### config.mk
export PLATFORM = sky130hd
export DESIGN_NAME = coef_dequant_pipe
export DESIGN_NICKNAME = d
export VERILOG_FILES = /design/src/rtl/coef_dequant_pipe.sv
export SDC_FILE = /design/constraint.sdc
export NUM_CORES = 2
export LEC_CHECK = 0
export ABC_AREA = 1
export BUFFER_PORTS_ARGS = -buffer_cell sky130_fd_sc_hd__buf_2
export CORE_MARGIN = 2
export CORE_UTILIZATION = 65
export CTS_BUF_LIST = sky130_fd_sc_hd__clkbuf_8
export CTS_CLUSTER_DIAMETER = 50
export DETAILED_ROUTE_END_ITERATION = 10
export PLACE_DENSITY = 0.86
export SKIP_CTS_REPAIR_TIMING = 1
export SYNTH_ARGS = -nofsm -noshare
export SYNTH_HDL_FRONTEND = slang
export SYNTH_SLANG_ARGS = --single-unit
### constraint.sdc
create_clock -name i_clk -period 18.6 [get_ports i_clk]
set_clock_uncertainty 0.05 [all_clocks]
set_input_delay 1.86 -clock i_clk [delete_from_list [all_inputs] [get_ports i_clk]]
set_output_delay 1.86 -clock i_clk [all_outputs]
set_load 0.05 [all_outputs]
### src/rtl/coef_dequant_pipe.sv
// Coefficient dequantiser: scale x quant-table multiply, round, /8, clamp to OUT_W.
// Three register stages (S0 input/RAM read, S1 product, S2 output), all held together on stall.
module coef_dequant_pipe #(
    parameter int COEF_W     = 10,
    parameter int SCALE_W    = 6,
    parameter int QUANT_W    = 7,
    parameter int OUT_W      = 12,
    parameter int NUM_TABLES = 2,
    localparam int TSEL_W    = $clog2(NUM_TABLES)
) (
    input  logic                      i_clk,
    input  logic                      i_rst,
    input  logic                      i_valid,
    output logic                      o_ready,
    input  logic signed [COEF_W-1:0]  i_coef,
    input  logic [SCALE_W-1:0]        i_scale,
    input  logic                      i_isDC,
    input  logic [1:0]                i_mode,
    input  logic [TSEL_W-1:0]         i_tblSel,
    input  logic [5:0]                i_index,
    input  logic [5:0]                i_linearIndex,
    input  logic [2:0]                i_blockNum,
    input  logic                      i_last,
    input  logic                      i_quantWrt,
    input  logic [TSEL_W-1:0]         i_quantTbl,
    input  logic [3:0]                i_quantAdr,
    input  logic [4*QUANT_W-1:0]      i_quantValue,
    output logic                      o_valid,
    input  logic                      i_ready,
    output logic signed [OUT_W-1:0]   o_coef,
    output logic [5:0]                o_index,
    output logic [2:0]                o_blockNum,
    output logic                      o_last
);
    localparam int PW = COEF_W + SCALE_W + QUANT_W + 2;
    localparam int QW = 4 * QUANT_W;
    localparam logic signed [PW-1:0] RND  = PW'(4);
    localparam logic signed [PW-1:0] MAXV = PW'(2 ** (OUT_W - 1) - 1);
    localparam logic signed [PW-1:0] MINV = ~MAXV;

    logic stall;
    assign stall   = o_valid & ~i_ready;
    assign o_ready = ~stall;

    logic [QW-1:0] ram [2**(TSEL_W+4)];

    always_ff @(posedge i_clk) begin
        if (i_quantWrt) ram[{i_quantTbl, i_quantAdr}] <= i_quantValue;
    end

    // S0: registered inputs plus the read word (read-first against a same-cycle write)
    logic                     s0_valid, s0_dc, s0_last;
    logic signed [COEF_W-1:0] s0_coef;
    logic [SCALE_W-1:0]       s0_scale;
    logic [1:0]               s0_mode, s0_sel;
    logic [5:0]               s0_index;
    logic [2:0]               s0_blk;
    logic [QW-1:0]            s0_word;

    // S1: exact product
    logic                     s1_valid, s1_bypass, s1_last;
    logic signed [PW-1:0]     s1_prod;
    logic signed [COEF_W-1:0] s1_coef;
    logic [5:0]               s1_index;
    logic [2:0]               s1_blk;

    logic [SCALE_W-1:0]       s_fac;
    logic [QUANT_W-1:0]       q_fac;
    logic signed [SCALE_W:0]  s_sx;
    logic signed [QUANT_W:0]  q_sx;
    logic signed [PW-1:0]     prod;

    always_comb begin
        s_fac = s0_scale;
        q_fac = s0_word[s0_sel*QUANT_W +: QUANT_W];
        if (s0_mode == 2'd1) begin
            s_fac = SCALE_W'(16);
            q_fac = QUANT_W'(1);
        end else if (s0_dc) begin
            s_fac = SCALE_W'(8);
        end
        s_sx = {1'b0, s_fac};
        q_sx = {1'b0, q_fac};
        prod = PW'(s0_coef) * PW'(s_sx) * PW'(q_sx);
    end

    logic signed [PW-1:0]    shifted;
    logic signed [OUT_W-1:0] y;

    always_comb begin
        shifted = (s1_prod + RND) >>> 3;
        if (s1_bypass)           y = OUT_W'(s1_coef);
        else if (shifted > MAXV) y = MAXV[OUT_W-1:0];
        else if (shifted < MINV) y = MINV[OUT_W-1:0];
        else                     y = shifted[OUT_W-1:0];
    end

    always_ff @(posedge i_clk or posedge i_rst) begin
        if (i_rst) begin
            s0_valid <= 1'b0; s0_dc <= 1'b0; s0_last <= 1'b0; s0_coef <= '0;
            s0_scale <= '0; s0_mode <= '0; s0_sel <= '0; s0_index <= '0;
            s0_blk <= '0; s0_word <= '0;
            s1_valid <= 1'b0; s1_bypass <= 1'b0; s1_last <= 1'b0; s1_prod <= '0;
            s1_coef <= '0; s1_index <= '0; s1_blk <= '0;
            o_valid <= 1'b0; o_coef <= '0; o_index <= '0; o_blockNum <= '0; o_last <= 1'b0;
        end else if (!stall) begin
            s0_valid <= i_valid;
            s0_dc    <= i_isDC;
            s0_last  <= i_last;
            s0_coef  <= i_coef;
            s0_scale <= i_scale;
            s0_mode  <= i_mode;
            s0_sel   <= i_isDC ? 2'd0 : i_linearIndex[1:0];
            s0_index <= i_index;
            s0_blk   <= i_blockNum;
            s0_word  <= ram[{i_tblSel, i_isDC ? 4'd0 : i_linearIndex[5:2]}];

            s1_valid  <= s0_valid;
            s1_bypass <= s0_mode[1];
            s1_last   <= s0_last;
            s1_prod   <= prod;
            s1_coef   <= s0_coef;
            s1_index  <= s0_index;
            s1_blk    <= s0_blk;

            o_valid    <= s1_valid;
            o_coef     <= y;
            o_index    <= s1_index;
            o_blockNum <= s1_blk;
            o_last     <= s1_last;
        end
    end
endmodule

# Yosys cells after proc, flatten, opt, wreduce, memory -nomap -nowiden
# Memories as Yosys holds them, arrays and structs flattened. A register that Yosys moved wholly into a read port is not among the register bits.
# Cells that the tools add are included.
# op_classes
addsub	1
multipliers	3
n_lt_le_gt_ge	2
eq_ne	1
shifts	1
n_mux	10
bitwise	3
n_reduce_logical	1
# op_table
cell	count
$mux 12	3
$shiftx 28x6->7	1
$add 25x4->25 const B	1
$mul 17x8->25	1
$gt 22x12->1 const B	1
$lt 22x12->1 const B	1
$mul 10x7->17	1
$mux 6	2
$mux 7	1
$mul 2x3->5 const B	1
$mux 4	1
$eq 2x1->1 const B	1
$mux 1	2
$mux 2	1
$not 1->1	2
$and 1x1->1	1
$logic_not 1->1	1
# word_totals
reg_bits	102
ramBits	896
inputBits	74
out_inout_bits	24
wordCells	44
mem_count	1
# memory_table
name	words	word_bits	rd	rd_ports_with_merged_regs	wr	line_no	text
ram	32	28	1	1	1	45	logic [QW-1:0] ram [2**(TSEL_W+4)];

# Longest topological paths before layout
# depth
ltp_word	5
ltp_mapped	52
depth_no_buf	52

# Worst setup path before layout
# No wires, ideal clock.
# synth_path
kind	reg2reg
startpoint	register s0_mode[0]
endpoint	register s1_prod[22]
setup_time_ps	118
arrival_ps	8229
t_required_ps	18432
path_slack_ps	10203
path_stages_with_launch	44
path_buffers	0
synth_period_minus_slack_ps	8397
path_cell_list	dfrtp_1 > nand2_1 > inv_1 > nor2_1 > inv_1 > nor2_1 > clkinv_1 > nor2_1 > fa_1 > fa_1 > fa_1 > inv_1 > fa_1 > inv_1 > ha_1 > a21o_1 > nor2_1 > nand2_1 > (+8 left out) > inv_1 > nand2_1 > fa_1 > inv_1 > fa_1 > fa_1 > inv_1 > fa_1 > inv_1 > ha_1 > a21oi_1 > o21ai_0 > a21oi_1 > nand3_1 > a21o_1 > or2_2 > nand3_1 > nand2_1
# synth_via
elab_chain_cells	4
word_cells_on_any_way	5
cone_classes	mul (2); eq/ne (1); mux (2)
# synth_lines
element	line_no	text
start, declared	55	logic [1:0] s0_mode, s0_sel;
start signal, assigned	112	s0_mode <= i_mode;
$eq 2x1->1 *	76	if (s0_mode == 2'd1) begin
$mux 6	76	
$mul 10x7->17	84	prod = PW'(s0_coef) * PW'(s_sx) * PW'(q_sx);
$mul 17x8->25 *	84	
end signal, assigned	121	s1_prod <= prod;
end, declared	62	logic signed [PW-1:0] s1_prod;
# Mark *: on every way between the ends. The rest lies on a longest branch, timed or not.
# A chain may end at the register's enable or synchronous reset.

# Final worst setup path
# Same ends and word-level chain as after synthesis.

==> impl_metrics.tcl <==
set metrics [dict create \
    initial_core_util_pct 65.86 \
    syn_nets 4381 \
    fin_tns_setup_ns 0 \
    critPathBufInv 9 \
    path_max_fanout 9 \
    seq_area_frac_synth_pct 62.45 \
    grt_pass1_vias 33490 \
    viasPerCell 6.373 \
    antenna_left 0 \
    io_buffers 97 \
    ys_seq_elements 1024 \
    overflow 0 \
    finalNetCount 4461 \
    critPathMostFrequentCell "nand2_1" \
    grt_usage_pct 31.90 \
    min_period_ns 9.473 \
    synthMuxAreaShare_pct 0 \
    cts-root-buf "clkbuf_8" \
    grt_max_degree 206 \
    cts_tree "yes" \
    tightest_slew_ns 1.146 \
    synth-xor-area-share_pct 0.7085 \
    die-height_um 276.3 \
    crit_required_ns 19.24 \
    synthesis.instances 4087 \
    clockBufferDepth 3 \
    post_drt_wl_per_cell_um 23.16 \
    finalCritPeriodShare_pct 50.93 \
    worstSetupStartpointType "flip-flop" \
    synth_cell_type_count 45 \
    die-area_um2 76370 \
    path_clk_slew_ns 0.06 \
    dp_hpwl_mm 68.32 \
    maxCapViolations 0 \
    slowest_stage "fa_1" \
    rows 99 \
    relSlewSlack_pct 23.61 \
    syn_avg_cell_area_um2 11.80 \
    cts_sinks 1024 \
    yosys.area_share.adder_pct 7.718 \
    finalSetupViolCount 0 \
    routed_wl_mm 121.6 \
    dieWidth_um 276.3 \
    rsz0062_at_grt "false" \
    core_area_um2 73210 \
    cts_max_level 4 \
    cp_top_family "adder cells" \
    synth-compound-area-share_pct 11.20 \
    cts_buffers 160 \
    area_growth_pct 9.618 \
    synthesis.area_um2 48210 \
    vias 33470 \
    drive_gt1_share_pct 15.22 \
    path_class "reg -> reg" \
    drv_slew 0 \
    io_pins 98 \
    hold_viol_final 0 \
    arrival_ns 10.11 \
    clkLatencyLatePin_ns 0.85 \
    hold_slack_ns 0.4123 \
    drt-pass1-iter-count 5 \
    dr.first_iter.drc_count 4739 \
    antenna_found_initial 7 \
    synthSimpleGateAreaFrac_pct 13.25 \
    drc 0 \
    hold_path.class "reg -> reg" \
    timing.fmax_mhz 105.6 \
    grt_first_pass_wirelength_mm 186.4 \
    critPathCaptureType "flip-flop" \
    synth_top_family_by_area "simple AND/OR/NAND/NOR gates" \
    place.gp.congestion 0.9055 \
    yosysWarnings 0 \
    slowest_delay_ns 0.54 \
    status "completed" \
]
[final cells by class]
| type | instances | area [um^2] |
|---|---|---|
| inverter | 360 | 1374 |
| tap | 959 | 1200 |
| sequential | 1024 | 30110 |
| multi-input combinational | 2474 | 16110 |
| timing repair buffer | 147 | 898.4 |
| clock buffer | 170 | 2340 |
| fill | 4481 | 20360 |
| antenna | 3 | 7.507 |
| clock inverter | 114 | 807.0 |
[metal layers]
layer | GRT usage, % | wire length, um | up-vias
met5 | 0 | 24 | -
met4 | 15.78 | 5353 | 4
met3 | 6.802 | 13530 | 392
met2 | 51.20 | 58460 | 2199
met1 | 41.72 | 44230 | 16200
li1 | - | - | 14680
[cells in the final DEF (no fill, tap or decap), drive strengths merged, types with 112 or more instances in the layout]
| cell type | count |
|---|---|
| inv | 423 |
| fa | 129 |
| o311ai | 112 |
| dfrtp | 128 |
| nor2 | 659 |
| o31ai | 113 |
| o21ai | 120 |
| clkbuf | 170 |
| edfxtp | 896 |
| nand2 | 370 |
| buf | 147 |
| o211ai | 338 |
| nand3 | 157 |
| or2 | 244 |
[Yosys cell counts, drive strengths merged]
cell type  count  area [um^2]
a211oi         1        7.510
a21boi         1        7.510
a21o           4        30.03
a21oi         51        255.2
a221o          1        10.01
a31o           3        26.28
a31oi          4        25.02
and2           1        6.260
buf           47        220.2
clkbuf       182        683.2
clkinv         6        22.52
dfrtp        128         3203
edfxtp       896        26910
fa           129         2582
ha            91         1139
inv          354         1329
nand2        370         1396
nand3        157        800.8
nand3b         3        22.52
nand4          6        37.54
nor2         659         2484
nor3          16        101.4
nor4           2        12.51
o2111ai        1        8.760
o211ai       338         2537
o21ai        120        604.3
o21bai         6        45.04
o22ai          2        12.51
o311ai       112        980.9
o31ai        113        848.3
or2          244         1526
xnor2          7        61.31
xor2          32        280.3
[final timing paths]
check,startpoint,end,slack [ns],depth (start not counted)
setup reg to reg,s0_mode[0]$_DFFE_PP0N_,s1_prod[22]$_DFFE_PP0N_,9.13,43
setup / recovery,s0_mode[0]$_DFFE_PP0N_,s1_prod[22]$_DFFE_PP0N_,9.13,43
hold reg to reg,s1_valid$_DFFE_PP0N_,o_valid$_DFFE_PP0N_,0.41,1
min in group asynchronous,i_rst,o_valid$_DFFE_PP0N_,1.02,2
max in group asynchronous,i_rst,s1_prod[19]$_DFFE_PP0N_,16.13,3
hold / removal,s1_valid$_DFFE_PP0N_,o_valid$_DFFE_PP0N_,0.41,1
[flip-flops by register name, indices dropped and copies added, names as in the netlist, 10 cells and up]
register,flops
ram,896
s0_word,28
s1_prod,23
o_coef,12
s0_coef,10
s1_coef,10
[stage by stage]
| step | utilization (%) | setup WS, ns | cells | cell area (um^2) |
|---|---|---|---|---|
| CTS | 72.18 | 9.227 | 5248 | 52840 |
| finish | 72.19 | 9.127 | 5251 | 52850 |
| global placement | 67.88 | 9.540 | 4964 | 49700 |
| global route | 72.19 | 8.512 | 5250 | 52850 |
| detailed placement | 67.88 | 9.248 | 4964 | 49700 |
| floorplan | - | 10.20 | 4087 | 48210 |
[logic make-up after synthesis]
kind of cell / after synthesis
AND/OR/NAND/NOR: 1458
buffers and inverters: 589
adder cells (fa/ha/maj): 220
XOR/XNOR: 39
AO/OA/AOI/OAI: 757
flip-flops: 1024
Power is not shown: default switching activity piles up to over one toggle a cycle in this logic, so the estimate is an artifact.
